==> config.mk <==
export PLATFORM = sky130hd
export DESIGN_NAME = node_mu_search
export DESIGN_NICKNAME = d
export VERILOG_FILES = /design/src/rtl/node_mu_search.sv
export SDC_FILE = /design/constraint.sdc
export NUM_CORES = 1
export LEC_CHECK = 0
export ABC_AREA = 1
export BUFFER_PORTS_ARGS = -buffer_cell sky130_fd_sc_hd__buf_4
export CORE_UTILIZATION = 49
export DETAILED_ROUTE_END_ITERATION = 8
export PLACE_DENSITY = 0.81
export SKIP_LAST_GASP = 1
export SLEW_MARGIN = 20
export SYNTH_ARGS = -nofsm -noshare
export SYNTH_HDL_FRONTEND = slang
export SYNTH_SLANG_ARGS = --single-unit
==> constraint.sdc <==
create_clock -name CLK -period 2.48 [get_ports CLK]
set_input_delay 0.124 -clock CLK [delete_from_list [all_inputs] [get_ports CLK]]
set_output_delay 0.124 -clock CLK [all_outputs]
set_load 0.1 [all_outputs]
==> src/rtl/node_mu_search.sv <==
// node_mu_search: minimisation (mu) operator over a child function node.
// Finds the smallest y in [0, limit] with f(x,y)==0 by repeatedly launching
// the child with (x, y) and inspecting its result; flags ERR when the limit
// is exhausted without a zero result.
module node_mu_search #(
    parameter int WIDTH = 16
) (
    input  logic             CLK,
    input  logic             RST,
    input  logic             ST,
    input  logic [WIDTH-1:0] IN0,
    input  logic [WIDTH-1:0] IN1,
    output logic             RD,
    output logic [WIDTH-1:0] RES,
    output logic             ERR,
    output logic             F_ST,
    input  logic             F_RD,
    input  logic [WIDTH-1:0] F_RES,
    output logic [WIDTH-1:0] F_IN0,
    output logic [WIDTH-1:0] F_IN1
);

    typedef enum logic [2:0] {
        IDLE,
        LAUNCH,
        WAIT_BUSY,
        WAIT_DONE,
        CHECK,
        DONE
    } state_t;

    state_t           state_q, state_d;
    logic             st_prev_q, st_prev_d;
    logic             armed_q, armed_d;
    logic             frd_prev_q, frd_prev_d;
    logic [WIDTH-1:0] limit_q, limit_d;
    logic [WIDTH-1:0] x_q, x_d;
    logic [WIDTH-1:0] y_q, y_d;
    logic [WIDTH-1:0] fres_q, fres_d;
    logic [WIDTH-1:0] res_q, res_d;
    logic             rd_q, rd_d;
    logic             err_q, err_d;
    logic             f_st_q, f_st_d;
    logic             start_evt;

    // ST must be seen low once after reset (armed) so a level held through
    // reset is not mistaken for a rising edge.
    assign start_evt = ST & ~st_prev_q & armed_q;

    // Next-state and registered-output computation for the search FSM.
    always_comb begin
        state_d    = state_q;
        st_prev_d  = ST;
        armed_d    = armed_q | ~ST;
        frd_prev_d = F_RD;
        limit_d    = limit_q;
        x_d        = x_q;
        y_d        = y_q;
        fres_d     = fres_q;
        res_d      = res_q;
        rd_d       = rd_q;
        err_d      = err_q;
        f_st_d     = f_st_q;

        case (state_q)
            IDLE: begin
                if (start_evt) begin
                    x_d     = IN0;
                    limit_d = (IN1 == '0) ? '1 : IN1;
                    y_d     = '0;
                    rd_d    = 1'b0;
                    err_d   = 1'b0;
                    state_d = LAUNCH;
                end
            end
            LAUNCH: begin
                f_st_d  = 1'b1;
                state_d = WAIT_BUSY;
            end
            WAIT_BUSY: begin
                if (!F_RD) begin
                    f_st_d  = 1'b0;
                    state_d = WAIT_DONE;
                end
            end
            WAIT_DONE: begin
                if (F_RD && !frd_prev_q) begin
                    fres_d  = F_RES;
                    state_d = CHECK;
                end
            end
            CHECK: begin
                if (fres_q == '0) begin
                    res_d   = y_q;
                    err_d   = 1'b0;
                    rd_d    = 1'b1;
                    state_d = IDLE;
                end else if (y_q < limit_q) begin
                    y_d     = y_q + 1'b1;
                    state_d = LAUNCH;
                end else begin
                    res_d   = '1;
                    err_d   = 1'b1;
                    rd_d    = 1'b1;
                    state_d = IDLE;
                end
            end
            DONE: begin
                rd_d    = 1'b1;
                state_d = IDLE;
            end
            default: begin
                rd_d    = 1'b1;
                f_st_d  = 1'b0;
                state_d = IDLE;
            end
        endcase
    end

    // State and output registers with asynchronous reset.
    always_ff @(posedge CLK or posedge RST) begin
        if (RST) begin
            state_q    <= IDLE;
            st_prev_q  <= 1'b0;
            armed_q    <= 1'b0;
            frd_prev_q <= 1'b0;
            limit_q    <= '0;
            x_q        <= '0;
            y_q        <= '0;
            fres_q     <= '0;
            res_q      <= '0;
            rd_q       <= 1'b1;
            err_q      <= 1'b0;
            f_st_q     <= 1'b0;
        end else begin
            state_q    <= state_d;
            st_prev_q  <= st_prev_d;
            armed_q    <= armed_d;
            frd_prev_q <= frd_prev_d;
            limit_q    <= limit_d;
            x_q        <= x_d;
            y_q        <= y_d;
            fres_q     <= fres_d;
            res_q      <= res_d;
            rd_q       <= rd_d;
            err_q      <= err_d;
            f_st_q     <= f_st_d;
        end
    end

    assign RD    = rd_q;
    assign RES   = res_q;
    assign ERR   = err_q;
    assign F_ST  = f_st_q;
    assign F_IN0 = x_q;
    assign F_IN1 = y_q;

endmodule

; Word-level counts from Yosys, hierarchy flattened
; Cells that the tools add are included.
[classes]
addsub = 1
n_lt_le_gt_ge = 1
n_eq_ne = 12
n_mux = 21
bitwise = 7
reduce_logical = 16
[op_table]
columns = cell, count
row1 = 2-to-1 mux 16 bit, 6
row2 = zero test 16 bit, 2
row3 = one-hot mux 16 bit (2 select lines), 1
row4 = "adder 16 x 1 -> 16 bit, second input constant", 1
row5 = < comparator 16 bit, 1
row6 = one-hot mux 3 bit (5 select lines), 1
row7 = "!= test 2 bit, second input constant", 6
row8 = 2-to-1 mux 3 bit, 3
row9 = AND reduction 3 bit, 3
row10 = AND reduction 2 bit, 4
row11 = 2-to-1 mux 1 bit, 7
row12 = "== test 3 x 2 -> 1 bit, second input constant", 2
row13 = "== test 3 bit, second input constant", 2
row14 = one-hot mux 1 bit (3 select lines), 2
row15 = inverter 1 bit, 4
row16 = AND reduction 4 bit, 1
row17 = OR reduction 4 bit, 1
row18 = "== test 3 x 1 -> 1 bit, second input constant", 1
row19 = zero test 3 bit, 1
row20 = "!= test 3 bit, second input constant", 1
row21 = OR reduction 3 bit, 1
row22 = bitwise AND 1 bit, 2
row23 = one-hot mux 1 bit (2 select lines), 1
row24 = nonzero test 2 bit, 1
row25 = 3 further kinds, 3
[totals]
register_bits = 89
in_bits = 52
out_inout_bits = 51
word_cells = 70

; Logic depth before layout (Yosys ltp)
; Gate-level depths: netlist of the first run.
[logic_depth]
word_depth = 5
mapped_depth = 15

; Least setup slack after synthesis of the first run
; Ideal clock, no wire load.
[synth_path]
path_kind = reg2reg
startpoint = register y_q[15] (netlist: F_IN1[15])
endpoint = register y_q[3] (netlist: F_IN1[3])
setup_time_ns = 0.123
arrival_time_ns = 2.357
required_ns = 2.357
path_slack_ns = 0.000
stages_incl_launch_ff = 13
path_cell_list = dfrtp_1 -> ha_1 -> nand2_1 -> inv_1 -> nand3_1 -> inv_1 -> a21oi_1 -> nand2_1 -> nand2_2 -> nand2_4 -> buf_6 -> nand2_1 -> nand2_1
[synth_between]
elab_chain_cells = 3
[synth_rtl]
columns = element, line
row1 = from (decl), 38  ; logic [WIDTH-1:0] y_q, y_d;
row2 = from (signal assigned), 142  ; y_q <= y_d;
row3 = < comparator 16 bit, 98  ; end else if (y_q < limit_q) begin
row4 = != test 2 bit (no source line), -
row5 = AND reduction 4 bit (no source line), -
; No other way between the ends.
; A chain may end at the register's enable or synchronous reset.

; Final worst setup path of the first run
[layout_path]
startpoint = register y_q[9] (netlist: F_IN1[9])
endpoint = register y_q[12] (netlist: F_IN1[12])
[layout_between]
elab_chain_cells = 4
[layout_rtl]
columns = element, line
row1 = adder 16 x 1 -> 16 bit, 99  ; y_d = y_q + 1'b1;
row2 = 2-to-1 mux 16 bit, 98
row3 = 2-to-1 mux 16 bit, 93  ; if (fres_q == '0) begin
row4 = one-hot mux 16 bit (2 select lines), 65  ; case (state_q)
; Several ways; a longest one is shown, not always the timed one. The select of a mux whose other input is x is not followed.

==> reports/qor.yml, run 1 <==
die:
  rows: 34
  chipWidth_um: 97.84
  die_y_um: 97.84
  initial_utilization_pct: 51.11
  core_area_um2: 8806
  io_pins: 103
  dieArea_um2: 9572
worst_setup_path:
  timing_worst_setup_path_type: "flop to flop"
  crit_path_start_kind: "flop"
  end_kind: "flop"
  crit_required_ns: 2.74
  critPathMaxFanout: 16
  cp.arrival_ns: 2.34
routing:
  avgRoutedWirePerCell_um: 14.12
  wl_um: 11550
  firstDrtPassIters: 7
  ant_nets: 0
  num_vias: 4194
  first_iter_violations: 209
  drc_errors: 12
  via_per_inst: 5.127
synthesis:
  ys_types: 32
  syn_inst: 566
  avgSynthCellArea_um2: 7.952
  synth-edff-count: 0
  yosys_warnings: 0
  async_flop_share_pct: 100.0
  syn_area_um2: 4501
  ys.flop_type: "dfrtp_1"
  ys_seq_area_share_pct: 49.51
  synth.net_count: 634
  ys_ff_latch: 89
clocking:
  cts_tree: "yes"
  numCtsBuffers: 9
  worstSkewPairLatency_ns: 0.38
  cts_max_level: 3
  clk_pin_slew_ns: 0.10
  root_buffer: "clkbuf_8"
  clock_path_buffers: 2
  cts_setup_buffers: 0
  clock_sinks: 89
outcome:
  violations: "DRC"
  status: "finished with violations"
timing:
  hold_viol: 0
  fin_hold_ws_ns: 0.04759
  finalSetupViolations: 0
  period_needed_ns: 2.082
  worstMarginPinSlew_ns: 0.6302
  clock_skew_ns: 0.01978
  slew_viol_final: 0
  tns_ns: 0
  max_freq_mhz: 480.3
  relSlewSlack_pct: 57.86
  final.period_utilization_pct: 83.95
  grt_setup_unrepaired: "no"
grt:
  first_global_vias: 4154
  grt_pass1_wl_um: 19360
  antenna_found_initial: 0
  grt_overflow: 0
  grtUsageTotal_pct: 25.44
  grt_start_max_net_pins: 70
power:
  p_total_uw: 6520
  max-vdd-ir-drop_mv: 0.8707
  p_per_area_nw_per_um2: 1101
  p_leak_uw: 0.003200
layout:
  finalNonFillerCells: 818
  fillCellCount: 674
  drive_gt1_share_pct: 21.41
  area_growth_pct: 31.61
  fin_nets: 773
  insertedDiodeCount: 0
min_path:
  min_path_type: "primary input to flop"
flow_run:
  max_cap_violations: 0
placement:
  gp_congestion: 0.9270
  numPortBuffers: 102
  dpl.hpwl_um: 7706
  place_inst: 767
-- synth_stat cells, types with 4 or more instances --
library cell / instances / area, µm²
a21oi_1: 8 / 40.04
a22oi_1: 15 / 112.6
buf_2: 7 / 35.03
dfrtp_1: 88 / 2202
ha_1: 16 / 200.2
inv_1: 37 / 138.9
inv_2: 6 / 22.52
nand2_1: 220 / 825.8
nand3_1: 45 / 225.2
nor2_1: 63 / 236.5
nor3_1: 8 / 40.04
nor4_1: 4 / 25.02
o21ai_0: 4 / 20.02
or2_2: 8 / 50.05
xor2_1: 9 / 78.83
-- per-stage QoR --
stage                     cell area [µm²]  utilization [%]  setup WS [ns]
final                                5923            67.26         0.3980
after global routing                 5923            67.26         0.1703
after CTS                            5923            67.26         0.3882
after detailed placement             5373            61.01         0.4123
after global placement               5373            61.01         0.5005
after floorplan                      4501                -      0.0003511
-- state kept, by name (all words and copies together) (netlist names) --
name and flops:
RD 1, limit_q 16, F_IN0 16, RES 16, st_prev_q 1, frd_prev_q 1
fres_q 16, armed_q 1, state_q 3, F_ST 1, F_IN1 16, ERR 1
-- metal layers --
layer	vias up	part of all wire (%)	track usage, %
li1	2064	-	-
met4	0	1.9	11.89
met2	183	48	41.82
met1	1922	43	32.72
met5	-	0	0
met3	25	6.6	4.653
-- timing repair --
action                    CTS  global route
hold endpoints to repair   55             0
hold buffers               35             0
gates resized for setup     0             0
-- placed cells by master (no fill, tap or decap), types with 3 or more instances in the layout --
cell type and instances:
inv_2 6, inv_1 36, a22oi_1 15, clkbuf_8 9, or2_2 8, nor4_1 4
nand2_1 220, dfrtp_1 88, buf_4 108, nor3_1 8, xor2_1 9, inv_6 4
nor2_1 63, dlygate4sd3_1 35, nand3_1 45, ha_1 16, a21oi_1 8, xnor2_1 3
o21ai_0 4
-- layout make-up --
type / instances / area [µm²] / area share (%)
sequential: 89 / 2228 / 37.62
inverter: 45 / 172.7 / 2.915
multi-input combinational: 416 / 2006 / 33.86
tap: 108 / 135.1 / 2.281
clock inverter: 6 / 72.57 / 1.225
clock buffer: 10 / 127.6 / 2.155
timing repair buffer: 144 / 1181 / 19.94
-- cell families after synthesis --
kind of cell,Yosys count,share of synthesized area [%]
AOI/OAI and AO/OA,29,4.393
xor gates and xnor gates,12,2.335
adders and majority gates,16,4.448
buffers and inverters,61,5.921
DFF,89,49.51
and+or+nand+nor,359,33.39
-- report_power, final --
| group | internal [µW] | switching [µW] | total, µW |
|---|---|---|---|
| logic | 791 | 2510 | 3300 |
| clock network | 481 | 557 | 1040 |
| registers | 1920 | 258 | 2180 |
| total | 3200 | 3320 | 6520 |
-- critical path, stage by stage (launching register included) --
cell	delay (ns)
dfrtp_1	0.48
ha_1	0.35
a21oi_1	0.13
o21ai_0	0.10
a21oi_1	0.25
nand2_1	0.13
nand2_2	0.20
nand2_4	0.18
nand2_1	0.11
nand2_1	0.05
-- worst paths after layout --
| kind | start | end | slack, ns | depth (start not counted) |
|---|---|---|---|---|
| hold reg to reg | armed_q$_DFF_PP0_ | armed_q$_DFF_PP0_ | 0.47 | 2 |
| setup / recovery | F_IN1[9]$_DFFE_PP0P_ | F_IN1[12]$_DFFE_PP0P_ | 0.40 | 9 |
| hold / removal | IN1[2] | limit_q[2]$_DFFE_PP0P_ | 0.05 | 3 |
| max in group asynchronous | RST | RD$_DFFE_PP1P_ | 1.48 | 4 |
| min in group asynchronous | RST | F_IN0[0]$_DFFE_PP0P_ | 0.27 | 3 |
| setup reg to reg | F_IN1[9]$_DFFE_PP0P_ | F_IN1[12]$_DFFE_PP0P_ | 0.40 | 9 |
Power figures use the tool's default switching activity.
==> inputs of run 2 (changes only) <==
Settings changed: CORE_UTILIZATION 49 to 54, PLACE_DENSITY 0.81 to 0.85.
Clock period 2.48 ns to 2 ns, I/O delays scaled along.
==> run 2 against run 1 <==
  * The run now ends clean
  * Sequential share of layout area is 1.5 points lower
  * Critical path depth is 2 higher
  * Combinational power is 28% higher
  * Sequential power is 25% higher
  * Largest cell class unchanged
==> reports/qor.yml, run 2 (synthesized netlist as in run 1, its figures left out) <==
outcome:
  status: "finished, final reports clean"
routing:
  via_per_inst: 5.250  # +2.4%
  ant_nets: 0  # unchanged
  avgRoutedWirePerCell_um: 14.87  # +5.2%
  firstDrtPassIters: 6  # -1
  first_iter_violations: 245  # +17%
  num_vias: 4363  # +4.0%
  drc_errors: 0  # -12
  wl_um: 12350  # +6.9%
placement:
  dp_slack_ns: 0.1372  # -0.2751 ns
  place_inst: 778  # +1.4%
  dpl.hpwl_um: 8050  # +4.5%
  numPortBuffers: 102  # unchanged
  gp_congestion: 0.8820  # -4.9%
  placed_area_um2: 5620  # +4.6%
timing:
  relSlewSlack_pct: 54.31  # -3.6 points
  hold_viol: 0  # unchanged
  slew_viol_final: 0  # unchanged
  clock_skew_ns: 0.01114  # -0.008638 ns
  final.period_utilization_pct: 97.40  # +13 points
  worstMarginPinSlew_ns: 0.6853  # +0.05514 ns
  max_freq_mhz: 513.4  # +6.9%
  setup_ws_ns: 0.05202  # -0.3459 ns
  finalSetupViolations: 0  # unchanged
  period_needed_ns: 1.948  # -0.1341 ns
die:
  initial_utilization_pct: 57.06  # +6.0 points
  dieArea_um2: 8703  # -9.1%
  die_y_um: 93.29  # -4.6%
  io_pins: 103  # unchanged
  chipWidth_um: 93.29  # -4.6%
  rows: 32  # -5.9%
  core_area_um2: 7888  # -10%
grt:
  grt_pass1_wl_um: 20150  # +4.1%
  grt_start_max_net_pins: 55  # -21%
  first_global_vias: 4409  # +6.1%
  met3_usage_pct: 3.984  # -0.67 points
  busiest_layer: "met2"
  met1_usage_pct: 36.73  # +4.0 points
  antenna_found_initial: 0  # unchanged
  grtUsageTotal_pct: 30.41  # +5.0 points
  grt_use_met2_pct: 52.94  # +11 points
  grt_overflow: 0  # unchanged
clocking:
  clock_sinks: 89  # unchanged
  worstSkewPairLatency_ns: 0.37  # about the same
  cts_tree: "yes"
  clock_path_buffers: 2  # unchanged
  cts_max_level: 3  # unchanged
  clk_pin_slew_ns: 0.09  # about the same
  numCtsBuffers: 9  # unchanged
  root_buffer: "clkbuf_8"
flow_run:
  max_cap_violations: 0  # unchanged
power:
  p_total_uw: 8273  # +27%
  p_leak_uw: 0.003275  # +2.3%
  max-vdd-ir-drop_mv: 1.069  # +23%
  p_per_area_nw_per_um2: 1331  # +21%
layout:
  drive_gt1_share_pct: 27.16  # +5.8 points
  insertedDiodeCount: 0  # unchanged
  utilization_pct: 78.82  # +12 points
  finalNonFillerCells: 831  # +1.6%
  fillCellCount: 516  # -23%
  stdcell_area_um2: 6217  # +5.0%
  area_growth_pct: 38.14
  fin_nets: 793  # +2.6%
  final_common_cell: "nand2_1"
  final_cell_mix: "218 x nand2_1, 129 x buf_4, 72 x dfrtp_1"
worst_setup_path:
  critPathMaxFanout: 9  # -7
  crit_path_start_kind: "flop"
  crit_required_ns: 2.26  # -0.48 ns
  end_kind: "flop"
  timing_worst_setup_path_type: "flop to flop"
  cp.arrival_ns: 2.21  # -0.13 ns
min_path:
  min_path_type: "primary input to flop"
==> run 2: report_power, final <==
| part | internal [µW] | switching, µW | total [µW] | leakage (µW) |
|---|---|---|---|---|
| Combinational | 1040 | 3170 | 4210 | 0.00207 |
| Sequential | 2390 | 337 | 2730 | 0.00110 |
| Clock | 695 | 645 | 1340 | 0.000103 |
| Total | 4120 | 4150 | 8270 | 0.00327 |
==> run 2: path summary, 6_finish.rpt <==
| kind | cells after the start | to | from | slack [ns] |
|---|---|---|---|---|
| setup / recovery | 11 | F_IN1[1]$_DFFE_PP0P_ | F_IN1[15]$_DFFE_PP0P_ | 0.05 |
| max in group asynchronous | 4 | F_IN1[14]$_DFFE_PP0P_ | RST | 1.00 |
| hold / removal | 3 | limit_q[6]$_DFFE_PP0P_ | IN1[6] | 0.04 |
| min in group asynchronous | 4 | fres_q[4]$_DFFE_PP0P_ | RST | 0.40 |
| hold reg to reg | 2 | RES[15]$_DFFE_PP0P_ | RES[15]$_DFFE_PP0P_ | 0.48 |
| setup reg to reg | 11 | F_IN1[1]$_DFFE_PP0P_ | F_IN1[15]$_DFFE_PP0P_ | 0.05 |
==> run 2: routing by layer <==
layer / wire [µm] / part of all wire (%)
met4: 437 / 3.5
met1: 5023 / 41
met3: 682 / 5.5
met2: 6210 / 50
met5: 0 / 0
==> run 2: repair_timing <==
item,CTS,global route
hold endpoints to repair,123,0
setup buffers,0,3
hold buffers,35,0
endpoints found under the setup margin,0,15
gates resized for setup,0,3
==> run 2: critical path: stages (launching register included) <==
cell and delay, ns:
dfrtp_2 0.47, ha_4 0.28, nand2_1 0.06, inv_1 0.05
nand3_1 0.08, nor3_1 0.20, nand2_2 0.11, nand2_2 0.14
nand2_8 0.10, buf_4 0.19, nand3_1 0.08, nand2_1 0.07
==> run 2: through the flow <==
step / hold slack [ns] / setup TNS (ns)
final: 0.04227 / 0
after global routing: 0.06620 / -0.04941
after CTS: 0.03966 / 0
after detailed placement: 0.2292 / 0
after global placement: 0.2288 / 0
after floorplan: 0.1314 / -1.001
==> run 2: layout make-up <==
| class | count | area (µm²) | area share, % |
|---|---|---|---|
| clock buffers | 11 | 131.4 | 2.113 |
| clock inverters | 4 | 70.07 | 1.127 |
| inverters | 45 | 175.2 | 2.817 |
| multi-input cells | 416 | 2146 | 34.51 |
| flip-flops and latches | 89 | 2248 | 36.16 |
| well taps | 102 | 127.6 | 2.053 |
| repair buffers | 164 | 1319 | 21.21 |
